### src/rtl/acc_offload_pkg.sv
// Shared constants and helpers for the accelerator offload tracker.
// RegAddrWidth : width of a core register index (x0..x31).
// OpWidth      : width of an offloaded instruction word.
// resv_id()    : the reserved "no write-back" transaction ID (all ones).
package acc_offload_pkg;

    localparam int RegAddrWidth = 5;
    localparam int OpWidth      = 32;

    function automatic int unsigned resv_id(input int unsigned id_width);
        return (32'd1 << id_width) - 32'd1;
    endfunction

endpackage

### src/rtl/acc_stream_reg.sv
// One-entry, full-throughput valid/ready register.
// Ports:
//   clk_i, rst_ni          clock, asynchronous active-low reset
//   in_valid_i/in_ready_o  upstream handshake, in_data_i payload
//   out_valid_o/out_ready_i downstream handshake, out_data_o payload
// Handshake: a transfer happens on a rising edge where valid && ready.
// Valid never drops without a transfer and payload is stable while
// valid is high and ready is low.
module acc_stream_reg #(
    parameter type T = logic
) (
    input  logic clk_i,
    input  logic rst_ni,
    input  logic in_valid_i,
    output logic in_ready_o,
    input  T     in_data_i,
    output logic out_valid_o,
    input  logic out_ready_i,
    output T     out_data_o
);

    logic valid_q;
    T     data_q;

    // Accepting while full is allowed when the held entry leaves this cycle.
    assign in_ready_o  = !valid_q || out_ready_i;
    assign out_valid_o = valid_q;
    assign out_data_o  = data_q;

    always_ff @(posedge clk_i or negedge rst_ni) begin
        if (!rst_ni) begin
            valid_q <= 1'b0;
            data_q  <= '0;
        end else if (in_valid_i && in_ready_o) begin
            valid_q <= 1'b1;
            data_q  <= in_data_i;
        end else if (out_ready_i) begin
            valid_q <= 1'b0;
        end
    end

endmodule

### src/rtl/acc_offload_tracker.sv
// Upstream stage of the accelerator Q/P bus.
// Accepts offloads from the core, allocates transaction IDs, issues them
// on the Q channel through a stream register, matches P responses back to
// destination registers and returns them as write-backs. A per-register
// busy scoreboard lets the core stall on RAW; WAW is stalled here.
// Ports:
//   req_*      core offload request (valid/ready)
//   acc_q_*    Q channel to the accelerator (valid/ready)
//   acc_p_*    P channel from the accelerator (valid/ready)
//   wb_*       write-back to the core (valid/ready)
//   busy_o     scoreboard of registers with a result outstanding
//   outstanding_o number of allocated IDs
//   stray_o    one-cycle pulse after a response with no matching ID
module acc_offload_tracker
    import acc_offload_pkg::*;
#(
    parameter int DataWidth    = 32,
    parameter int AccAddrWidth = 4,
    parameter int IdWidth      = 3
) (
    input  logic                    clk_i,
    input  logic                    rst_ni,
    input  logic                    req_valid_i,
    output logic                    req_ready_o,
    input  logic [AccAddrWidth-1:0] req_addr_i,
    input  logic [OpWidth-1:0]      req_op_i,
    input  logic [DataWidth-1:0]    req_arga_i,
    input  logic [DataWidth-1:0]    req_argb_i,
    input  logic [DataWidth-1:0]    req_argc_i,
    input  logic [RegAddrWidth-1:0] req_rd_i,
    input  logic                    req_wb_i,
    output logic [AccAddrWidth-1:0] acc_q_addr_o,
    output logic [OpWidth-1:0]      acc_q_data_op_o,
    output logic [DataWidth-1:0]    acc_q_data_arga_o,
    output logic [DataWidth-1:0]    acc_q_data_argb_o,
    output logic [DataWidth-1:0]    acc_q_data_argc_o,
    output logic [IdWidth-1:0]      acc_q_id_o,
    output logic                    acc_q_valid_o,
    input  logic                    acc_q_ready_i,
    input  logic [DataWidth-1:0]    acc_p_data_i,
    input  logic [IdWidth-1:0]      acc_p_id_i,
    input  logic                    acc_p_error_i,
    input  logic                    acc_p_valid_i,
    output logic                    acc_p_ready_o,
    output logic                    wb_valid_o,
    input  logic                    wb_ready_i,
    output logic [RegAddrWidth-1:0] wb_rd_o,
    output logic [DataWidth-1:0]    wb_data_o,
    output logic                    wb_error_o,
    output logic [31:0]             busy_o,
    output logic [IdWidth-1:0]      outstanding_o,
    output logic                    stray_o
);

    localparam int NumIds   = (2 ** IdWidth) - 1;
    localparam int IdSlots  = 2 ** IdWidth;
    localparam logic [IdWidth-1:0] ResvId = IdWidth'(resv_id(IdWidth));

    typedef struct packed {
        logic [AccAddrWidth-1:0] addr;
        logic [OpWidth-1:0]      op;
        logic [DataWidth-1:0]    arga;
        logic [DataWidth-1:0]    argb;
        logic [DataWidth-1:0]    argc;
        logic [IdWidth-1:0]      id;
    } q_payload_t;

    typedef struct packed {
        logic [RegAddrWidth-1:0] rd;
        logic [DataWidth-1:0]    data;
        logic                    error;
        logic [IdWidth-1:0]      id;
    } wb_payload_t;

    logic [NumIds-1:0]       free_q, free_d;
    logic [RegAddrWidth-1:0] id_rd_q [IdSlots];
    logic [31:0]             busy_q, busy_d;
    logic [IdWidth-1:0]      outstanding_q, outstanding_d;
    logic                    stray_q, stray_d;

    logic [IdWidth-1:0] alloc_id;
    logic               id_avail, needs_id, hazard_ok, alloc, rel;
    logic               q_in_ready, wb_in_ready, wb_in_valid, p_known;
    logic [IdSlots-1:0] free_ext;
    q_payload_t         q_in, q_out;
    wb_payload_t        wb_in, wb_out;

    // Lowest-index free ID from the start-of-cycle free list, so a release
    // in the same cycle can never be handed out again immediately.
    always_comb begin
        alloc_id = '0;
        for (int i = NumIds - 1; i >= 0; i--) begin
            if (free_q[i]) alloc_id = IdWidth'(i);
        end
    end

    assign id_avail  = |free_q;
    assign needs_id  = req_wb_i && (req_rd_i != '0);
    assign hazard_ok = !req_wb_i || (id_avail && ((req_rd_i == '0) || !busy_q[req_rd_i]));
    assign req_ready_o = q_in_ready && hazard_ok;
    assign alloc       = req_valid_i && req_ready_o && needs_id;

    assign q_in = '{addr: req_addr_i, op: req_op_i, arga: req_arga_i, argb: req_argb_i,
                    argc: req_argc_i, id: (needs_id ? alloc_id : ResvId)};

    acc_stream_reg #(.T(q_payload_t)) u_q_reg (
        .clk_i       (clk_i),
        .rst_ni      (rst_ni),
        .in_valid_i  (req_valid_i && hazard_ok),
        .in_ready_o  (q_in_ready),
        .in_data_i   (q_in),
        .out_valid_o (acc_q_valid_o),
        .out_ready_i (acc_q_ready_i),
        .out_data_o  (q_out)
    );

    assign acc_q_addr_o      = q_out.addr;
    assign acc_q_data_op_o   = q_out.op;
    assign acc_q_data_arga_o = q_out.arga;
    assign acc_q_data_argb_o = q_out.argb;
    assign acc_q_data_argc_o = q_out.argc;
    assign acc_q_id_o        = q_out.id;

    // The reserved ID maps onto a permanently-free extra slot, so a single
    // lookup classifies both reserved and unallocated IDs as stray.
    assign free_ext      = {1'b1, free_q};
    assign p_known       = !free_ext[acc_p_id_i];
    assign wb_in_valid   = acc_p_valid_i && p_known;
    assign acc_p_ready_o = wb_in_ready;
    assign stray_d       = acc_p_valid_i && acc_p_ready_o && !p_known;

    assign wb_in = '{rd: id_rd_q[acc_p_id_i], data: acc_p_data_i,
                     error: acc_p_error_i, id: acc_p_id_i};

    acc_stream_reg #(.T(wb_payload_t)) u_wb_reg (
        .clk_i       (clk_i),
        .rst_ni      (rst_ni),
        .in_valid_i  (wb_in_valid),
        .in_ready_o  (wb_in_ready),
        .in_data_i   (wb_in),
        .out_valid_o (wb_valid_o),
        .out_ready_i (wb_ready_i),
        .out_data_o  (wb_out)
    );

    assign wb_rd_o    = wb_out.rd;
    assign wb_data_o  = wb_out.data;
    assign wb_error_o = wb_out.error;
    assign rel        = wb_valid_o && wb_ready_i;

    // Allocation and release touch different IDs and different registers,
    // so applying both in the same cycle never conflicts.
    always_comb begin
        free_d = free_q;
        busy_d = busy_q;
        if (alloc) begin
            free_d[alloc_id] = 1'b0;
            busy_d[req_rd_i] = 1'b1;
        end
        if (rel) begin
            free_d[wb_out.id]  = 1'b1;
            busy_d[wb_out.rd]  = 1'b0;
        end
        busy_d[0] = 1'b0;
        outstanding_d = outstanding_q + {{(IdWidth-1){1'b0}}, alloc}
                                      - {{(IdWidth-1){1'b0}}, rel};
    end

    always_ff @(posedge clk_i or negedge rst_ni) begin
        if (!rst_ni) begin
            free_q        <= '1;
            busy_q        <= '0;
            outstanding_q <= '0;
            stray_q       <= 1'b0;
            for (int i = 0; i < IdSlots; i++) id_rd_q[i] <= '0;
        end else begin
            free_q        <= free_d;
            busy_q        <= busy_d;
            outstanding_q <= outstanding_d;
            stray_q       <= stray_d;
            if (alloc) id_rd_q[alloc_id] <= req_rd_i;
        end
    end

    assign busy_o        = busy_q;
    assign outstanding_o = outstanding_q;
    assign stray_o       = stray_q;

endmodule

### config.mk
export PLATFORM = sky130hd
export DESIGN_NAME = acc_offload_tracker
export DESIGN_NICKNAME = d
export VERILOG_FILES = /design/src/rtl/acc_offload_pkg.sv /design/src/rtl/acc_stream_reg.sv /design/src/rtl/acc_offload_tracker.sv
export SDC_FILE = /design/constraint.sdc
export NUM_CORES = 1
export LEC_CHECK = 0
export ABC_AREA = 0
export ABC_CLOCK_PERIOD_IN_PS = 3800
export BUFFER_PORTS_ARGS = -buffer_cell sky130_fd_sc_hd__buf_2
export CAP_MARGIN = 20
export CELL_PAD_IN_SITES_DETAIL_PLACEMENT = 1
export CELL_PAD_IN_SITES_GLOBAL_PLACEMENT = 1
export CORE_MARGIN = 4
export CORE_UTILIZATION = 41
export CTS_BUF_LIST = sky130_fd_sc_hd__clkbuf_8
export CTS_CLUSTER_DIAMETER = 40
export DETAILED_ROUTE_END_ITERATION = 7
export PLACE_DENSITY_LB_ADDON = 0.25
export SYNTH_ARGS = -nofsm -noshare
export SYNTH_HDL_FRONTEND = slang
export SYNTH_SLANG_ARGS = --single-unit
### constraint.sdc
create_clock -name clk_i -period 3.8 [get_ports clk_i]
set_clock_uncertainty 0.15 [all_clocks]
set_input_delay 0.19 -clock clk_i [delete_from_list [all_inputs] [get_ports clk_i]]
set_output_delay 0.19 -clock clk_i [all_outputs]
set_load 0.01 [all_outputs]
==> results of run 1 <==
## cells in the final DEF (no fill, tap or decap), drive strengths merged, types with 13 or more instances in the layout
master and count:
buf 422, dfrtp 253, dlygate4sd3 182, a21oi 151
nand3 143, nand4 140, and3 135, o211ai 132
mux2 75, clkbuf 65, inv 44, nor2 38
nand2 24, o21ai 20, a221oi 14, mux4 13
mux2i 13
## worst max-delay path, delay by kind of cell (launching register included)
family	cells	cell delay [ps]
XOR/XNOR	2	300
flip-flops	1	400
AND/OR/NAND/NOR	4	1130
buffers and inverters	1	40
adder cells (fa/ha/maj)	3	900
multiplexers	1	480
## state kept, by name (all words and copies together) (netlist names)
name	flops
id_rd_q	40
free_q	7
outstanding_o	3
stray_o	1
u_q_reg.out_data_o	135
u_wb_reg.out_valid_o	1
u_q_reg.out_valid_o	1
u_wb_reg.out_data_o	41
busy_o	31
## power groups by stage
stage               Clock (mW)  Combinational, mW  Sequential (mW)
floorplan                    0               2.28             4.68
global placement             0               3.77             4.54
detailed placement           0               3.90             4.62
CTS                       3.13               4.07             4.59
global route              3.28               4.49             4.78
finish                    3.09               4.16             4.66
## stage by stage
step / hold slack, ps / worst slack [ps] / std cells / instance area [um2] / util (%)
CTS: 2.602 / 304.1 / 2412 / 19110 / 56.58
floorplan: -255.6 / 590.4 / 1468 / 14170 / -
detailed placement: 93.73 / 244.8 / 2137 / 16190 / 47.94
global placement: 104.6 / 327.5 / 2137 / 16190 / 47.94
global route: 56.55 / 130.0 / 2413 / 19120 / 56.58
finish: 45.08 / 300.0 / 2414 / 19120 / 56.59
## per-layer routing
metal  part of all wire, %  global-route usage [%]  routed length (um)
met1                    39                   38.23               23250
met2                    49                   50.86               28710
met3                   7.5                   7.315                4421
met4                   4.3                   12.08                2521
met5                     0                       0                   0
## kinds of logic after synthesis
logic type | after synthesis | share of synthesized area, %
AOI/OAI and AO/OA | 347 | 15.67
xor gates and xnor gates | 2 | 0.1236
adders and majority gates | 3 | 0.3177
buffers and inverters | 229 | 7.370
DFF | 260 | 45.96
muxes | 101 | 8.942
other | 1 | 0.02646
and+or+nand+nor | 525 | 21.59
## worst paths after layout
check	startpoint	slack [ps]	to
worst max-delay path	busy_o[29]$_DFF_PN0_	300	outstanding_o[2]$_DFF_PN0_
worst min-delay path	acc_p_id_i[0]	50	u_wb_reg.out_data_o[0]$_DFFE_PN0P_
worst max register to register	busy_o[29]$_DFF_PN0_	300	outstanding_o[2]$_DFF_PN0_
worst min register to register	id_rd_q[2]$_DFFE_PN0P_	230	id_rd_q[2]$_DFFE_PN0P_
max in group asynchronous	rst_ni	1610	busy_o[25]$_DFF_PN0_
min in group asynchronous	rst_ni	540	busy_o[24]$_DFF_PN0_
## layout make-up
class	count	area, um2	share of cell area, %
diodes	2	5.005	0.02618
clock buffers	65	894.6	4.679
clock inverters	28	202.7	1.060
inverters	28	105.1	0.5497
multi-input cells	979	6664	34.86
flip-flops and latches	260	6515	34.08
well taps	448	560.5	2.932
repair buffers	604	4172	21.82
==> results.md, run 1 <==
- Status: finished clean
- Syn Inst Count: roughly 1500
- Synth async-reset ratio: 100.0%
- Die ar.: 37610 um2
- Worst Hold Depth: 2
- RSZ-0062 raised after global routing: no
- Max rail drop VDD: 0.3595 mV
- Vert. Die Dim: roughly 190 um
- Top_reg_cell synth: dfrtp_1
- Top-count cell post-synth: dfrtp_1
- Post-DRT Antenna Nets: 0
- Fin. Hold Viols: 0
- Setup TNS Final: 0 ps
- DRC: 0
- P_int: 7.343 mW
- Yosys reg bits: 260
- Vias in the first global route: between 15000 and 20000
- Sequential-to-total area share from yosys stat: 45.96%
- Worst Path Required: 4200 ps
- Share of the synthesized area in the top cell type: 44.66%
- Fmax: 285.7 MHz
- Register-to-Register Path Depth: 11
- DR WL/cell: 24.40 um
- Max-cap violations: 0
- Switch share: 38.29%
- Row Count: 67
- CTS Hold Bufs: 182
- Setup bufs post-CTS: 0
- First-pass GRT wire length: 94070 um
- Share of cells above drive strength 1: 31.36%
- H-tree levels: 2
- Core ar.: 33780 um2
- YS warnings: 0
- Sequential share of power: 39.1%
- Worst Hold Class: primary input to register
- Worst endpoint data arrival time: 3900 ps
- Tot Pwr: 11.90 mW
- Layout Nets: around 2100
- Via count: 14850
- Routability cong.: between 0.8 and 0.9
- Crit path max fanout: 5
- P_leak: 8.906 nW
- Layout area overhead: 34.87%
- Worst-Margin Slew: 1085 ps
- Crit. End Element: register
- Largest net degree at the start of global routing: 136
- Critical path cell sequence: mux4_2, and4b_1, nand4b_1, nor2_8, nand2_1, ha_1, inv_1, ha_1, fa_1, xnor2_1, xnor2_1
- CTS tree: built
- GRT Resource Usage Total: 30.42%
- Clock sinks: 260
- Post-synth top cells: dfrtp_1 (253), a21oi_1 (151), nand3_1 (140)
- DR vias/cell: 6.153
- Mean Syn Cell Area: between 9 and 10 um2
- Worst-path clk slew: 60 ps
- Final setup violation count: 0
- Number of flops mapped to enable cells by yosys: 0
- Final WL: 58900 um
- Net Count, Synth: approximately 1700
- Logic pwr share: 34.9%
- Port bufs: 391
- Root Buffer: clkbuf_8
- Max-slew violation count: 0
- Longest Clk Path Bufs: 3
- Initial Utilization: 41.96%
- Sw power: 4.557 mW
- Drt pass-1 iters: 5
- Pwr dens: 622.4 nW/um2
- Post-CTS Resized: 0
- Slowest stage delay, CP: approximately 480 ps
- Synth area leader: dfrtp_1
- Initial antenna violation count: 1
- Initial DRC count: about 950
- Final Cycle Share: 92.11%
- Filler cells: 3792
- I/O pin count: slightly below 400
- Synth cell types: 62
- CP Class: register to register
- Clock Latency Late Sink: 650 ps
- Clk pwr share: 25.9%
- CTS buffer count: 53
- Synth top area cells: dfrtp_1 (45%), o211ai_1 (7.0%), nand4_1 (6.1%)
- Tmin final: 3500 ps
- GR Overflow Total: 0
- CP max stage cell: mux4_2
- Die width: 193.9 um
- Startpoint Class: register
- Slew HR: 27.12%
- HPWL after DPL: between 30000 and 40000 um
- Synthesized area: 14170 um2
Power figures use the tool's default switching activity.
==> inputs of run 2 (changes only) <==
--- a/config.mk
+++ b/config.mk
@@ -8,7 +8,6 @@
 export ABC_AREA = 0
 export ABC_CLOCK_PERIOD_IN_PS = 3800
 export BUFFER_PORTS_ARGS = -buffer_cell sky130_fd_sc_hd__buf_2
-export CAP_MARGIN = 20
 export CELL_PAD_IN_SITES_DETAIL_PLACEMENT = 1
 export CELL_PAD_IN_SITES_GLOBAL_PLACEMENT = 1
 export CORE_MARGIN = 4
==> constraint.sdc (replaced) <==
create_clock -name clk_i -period 3.8 [get_ports clk_i]
set_clock_uncertainty 0.15 [all_clocks]
set_input_delay 0.19 -clock clk_i [delete_from_list [all_inputs] [get_ports clk_i]]
set_output_delay 0.19 -clock clk_i [all_outputs]
set_load 0.05 [all_outputs]
==> results.md, run 2 (synthesis gave the netlist of run 1 again) <==
- Status: finished clean
- Core Util, Final: 56.64% (about the same)
- GRT Resource Usage Total: 29.85% (-0.57 points)
- Layout area overhead: 34.99% (about the same)
- HPWL after DPL: 32790 um (-0.69%)
- Worst-Margin Slew: 1061 ps (-23.41 ps)
- Share of cells above drive strength 1: 31.70% (+0.34 points)
- CP Class: primary input to register
- Core ar.: 33780 um2 (unchanged)
- Max-cap violations: 0 (unchanged)
- Setup bufs post-CTS: 0 (unchanged)
- Startpoint Class: primary input
- Clock Latency Late Sink: 630 ps (-20 ps)
- Routability cong.: 0.8842 (+0.39%)
- Fmax: 276.3 MHz (-3.3%)
- DR vias/cell: 6.034 (-1.9%)
- Final setup violation count: 0 (unchanged)
- Finished Cell Area: 19130 um2 (about the same)
- Setup TNS Final: 0 ps (unchanged)
- Die width: 193.9 um (unchanged)
- Slew HR: 28.70% (+1.6 points)
- Worst setup margin: 180.3 ps (-119.7 ps)
- Fin. Hold Viols: 0 (unchanged)
- Port bufs: 391 (unchanged)
- Post-CTS Resized: 0 (unchanged)
- Critical path cell sequence: dlygate4sd3_1, buf_2, mux4_2, and4b_1, nand4b_1, nor2_8, nand2_1, ha_1, inv_1, ha_1, fa_1, xnor2_1, xnor2_1
- P_leak: 8.900 nW (about the same)
- RSZ-0062 raised after global routing: no
- Final WL: 57580 um (-2.2%)
- Most common cell after layout, fill and taps aside: buf_2
- Crit path max fanout: 21 (+16)
- Worst endpoint data arrival time: 3970 ps (+70 ps)
- Die ar.: 37610 um2 (unchanged)
- Worst Hold Class: primary input to asynchronous set/reset pin
- Root Buffer: clkbuf_8
- Post-DRT Antenna Nets: 0 (unchanged)
- Post-DP Area: 16180 um2 (about the same)
- Final Cycle Share: 95.26% (+3.2 points)
- DRC: 0 (unchanged)
- Most frequent cells in the layout: buf_2 (390), dfrtp_1 (253), dlygate4sd3_1 (177)
- Worst-path clk slew: 60 ps (about the same)
- Vias in the first global route: 15930 (-0.12%)
- H-tree levels: 2 (unchanged)
- Longest Clk Path Bufs: 3 (unchanged)
- Tot Pwr: 14.41 mW (+21%)
- Tmin final: 3620 ps (+119.7 ps)
- Crit. End Element: register
- Setup WS pre-CTS: 209.9 ps (-34.86 ps)
- Layout Nets: 2104 (-0.24%)
- Initial Utilization: 41.96% (unchanged)
- Worst Path Required: 4150 ps (-50 ps)
- Largest net degree at the start of global routing: 136 (unchanged)
- Max-slew violation count: 0 (unchanged)
- Via count: 14570 (-1.9%)
- CTS tree: built
- Vert. Die Dim: 193.9 um (unchanged)
- Row Count: 67 (unchanged)
- CP max stage cell: dlygate4sd3_1
- Drt pass-1 iters: 5 (unchanged)
- Clock sinks: 260 (unchanged)
- Slowest stage delay, CP: 540 ps (+60 ps)
- Max rail drop VDD: 0.5080 mV (+41%)
- DR WL/cell: 23.85 um (-2.2%)
- Pwr dens: 752.9 nW/um2 (+21%)
- Initial DRC count: 957 (+1.1%)
- CTS buffer count: 53 (unchanged)
- I/O pin count: 393 (unchanged)
- Max reg flops: 135 (unchanged)
- First-pass GRT wire length: 92920 um (-1.2%)
- GR Overflow Total: 0 (unchanged)
- Initial antenna violation count: 1 (unchanged)
run 2: path summary, 6_finish.rpt:
check                                       start                             endpoint  slack, ps  depth (start not counted)
setup / recovery                      req_rd_i[4]           outstanding_o[2]$_DFF_PN0_        180                         13
hold / removal                             rst_ni  u_wb_reg.out_data_o[16]$_DFFE_PN0P_         20                          2
setup reg to reg             busy_o[29]$_DFF_PN0_           outstanding_o[2]$_DFF_PN0_        200                         11
hold reg to reg            id_rd_q[4]$_DFFE_PN0P_               id_rd_q[4]$_DFFE_PN0P_        220                          0
max in group asynchronous                  rst_ni  u_wb_reg.out_data_o[29]$_DFFE_PN0P_       2380                          3
min in group clk_i                    req_rd_i[0]              id_rd_q[35]$_DFFE_PN0P_         60                          3
run 2: per-layer routing:
metal	wire, um	vias to the layer above	GRT usage, %
li1	-	6454	-
met1	23320	7345	38.71
met4	2006	0	10.57
met3	4103	131	6.586
met2	28150	637	49.57
met5	0	-	0
run 2: final cells by class:
type	instances	area, um2
clock inverter	33	270.3
multi-input combinational	979	6664
antenna	1	2.502
timing repair buffer	599	4109
tap	448	560.5
clock buffer	66	908.4
fill	3843	14650
sequential	260	6515
inverter	28	105.1
run 2: critical path: cells and delay by family:
kind,cells,cell delay [ps]
mux,1,360
buf+inv,3,960
fa+ha+maj,3,910
simple gates,4,1170
xor+xnor,2,380
run 2: what timing repair did:
action | in CTS | in global routing
endpoints found under the hold margin | 307 | 0
endpoints found under the setup margin | 0 | 0
hold buffers | 177 | 0
run 2: per-stage QoR:
step | instances | hold slack (ps)
2_1_floorplan | 1468 | -255.6
5_1_grt | 2414 | 31.81
4_1_cts | 2413 | 3.579
6_report | 2414 | 24.74
3_3_place_gp | 2137 | 101.5
3_5_place_dp | 2137 | 98.86
run 2: power breakdown:
group | switching (mW) | leakage (nW) | internal [mW] | total [mW]
clock network | 1.38 | 0.643 | 1.85 | 3.23
registers | 0.843 | 3.14 | 3.79 | 4.64
logic | 4.73 | 5.12 | 1.81 | 6.54
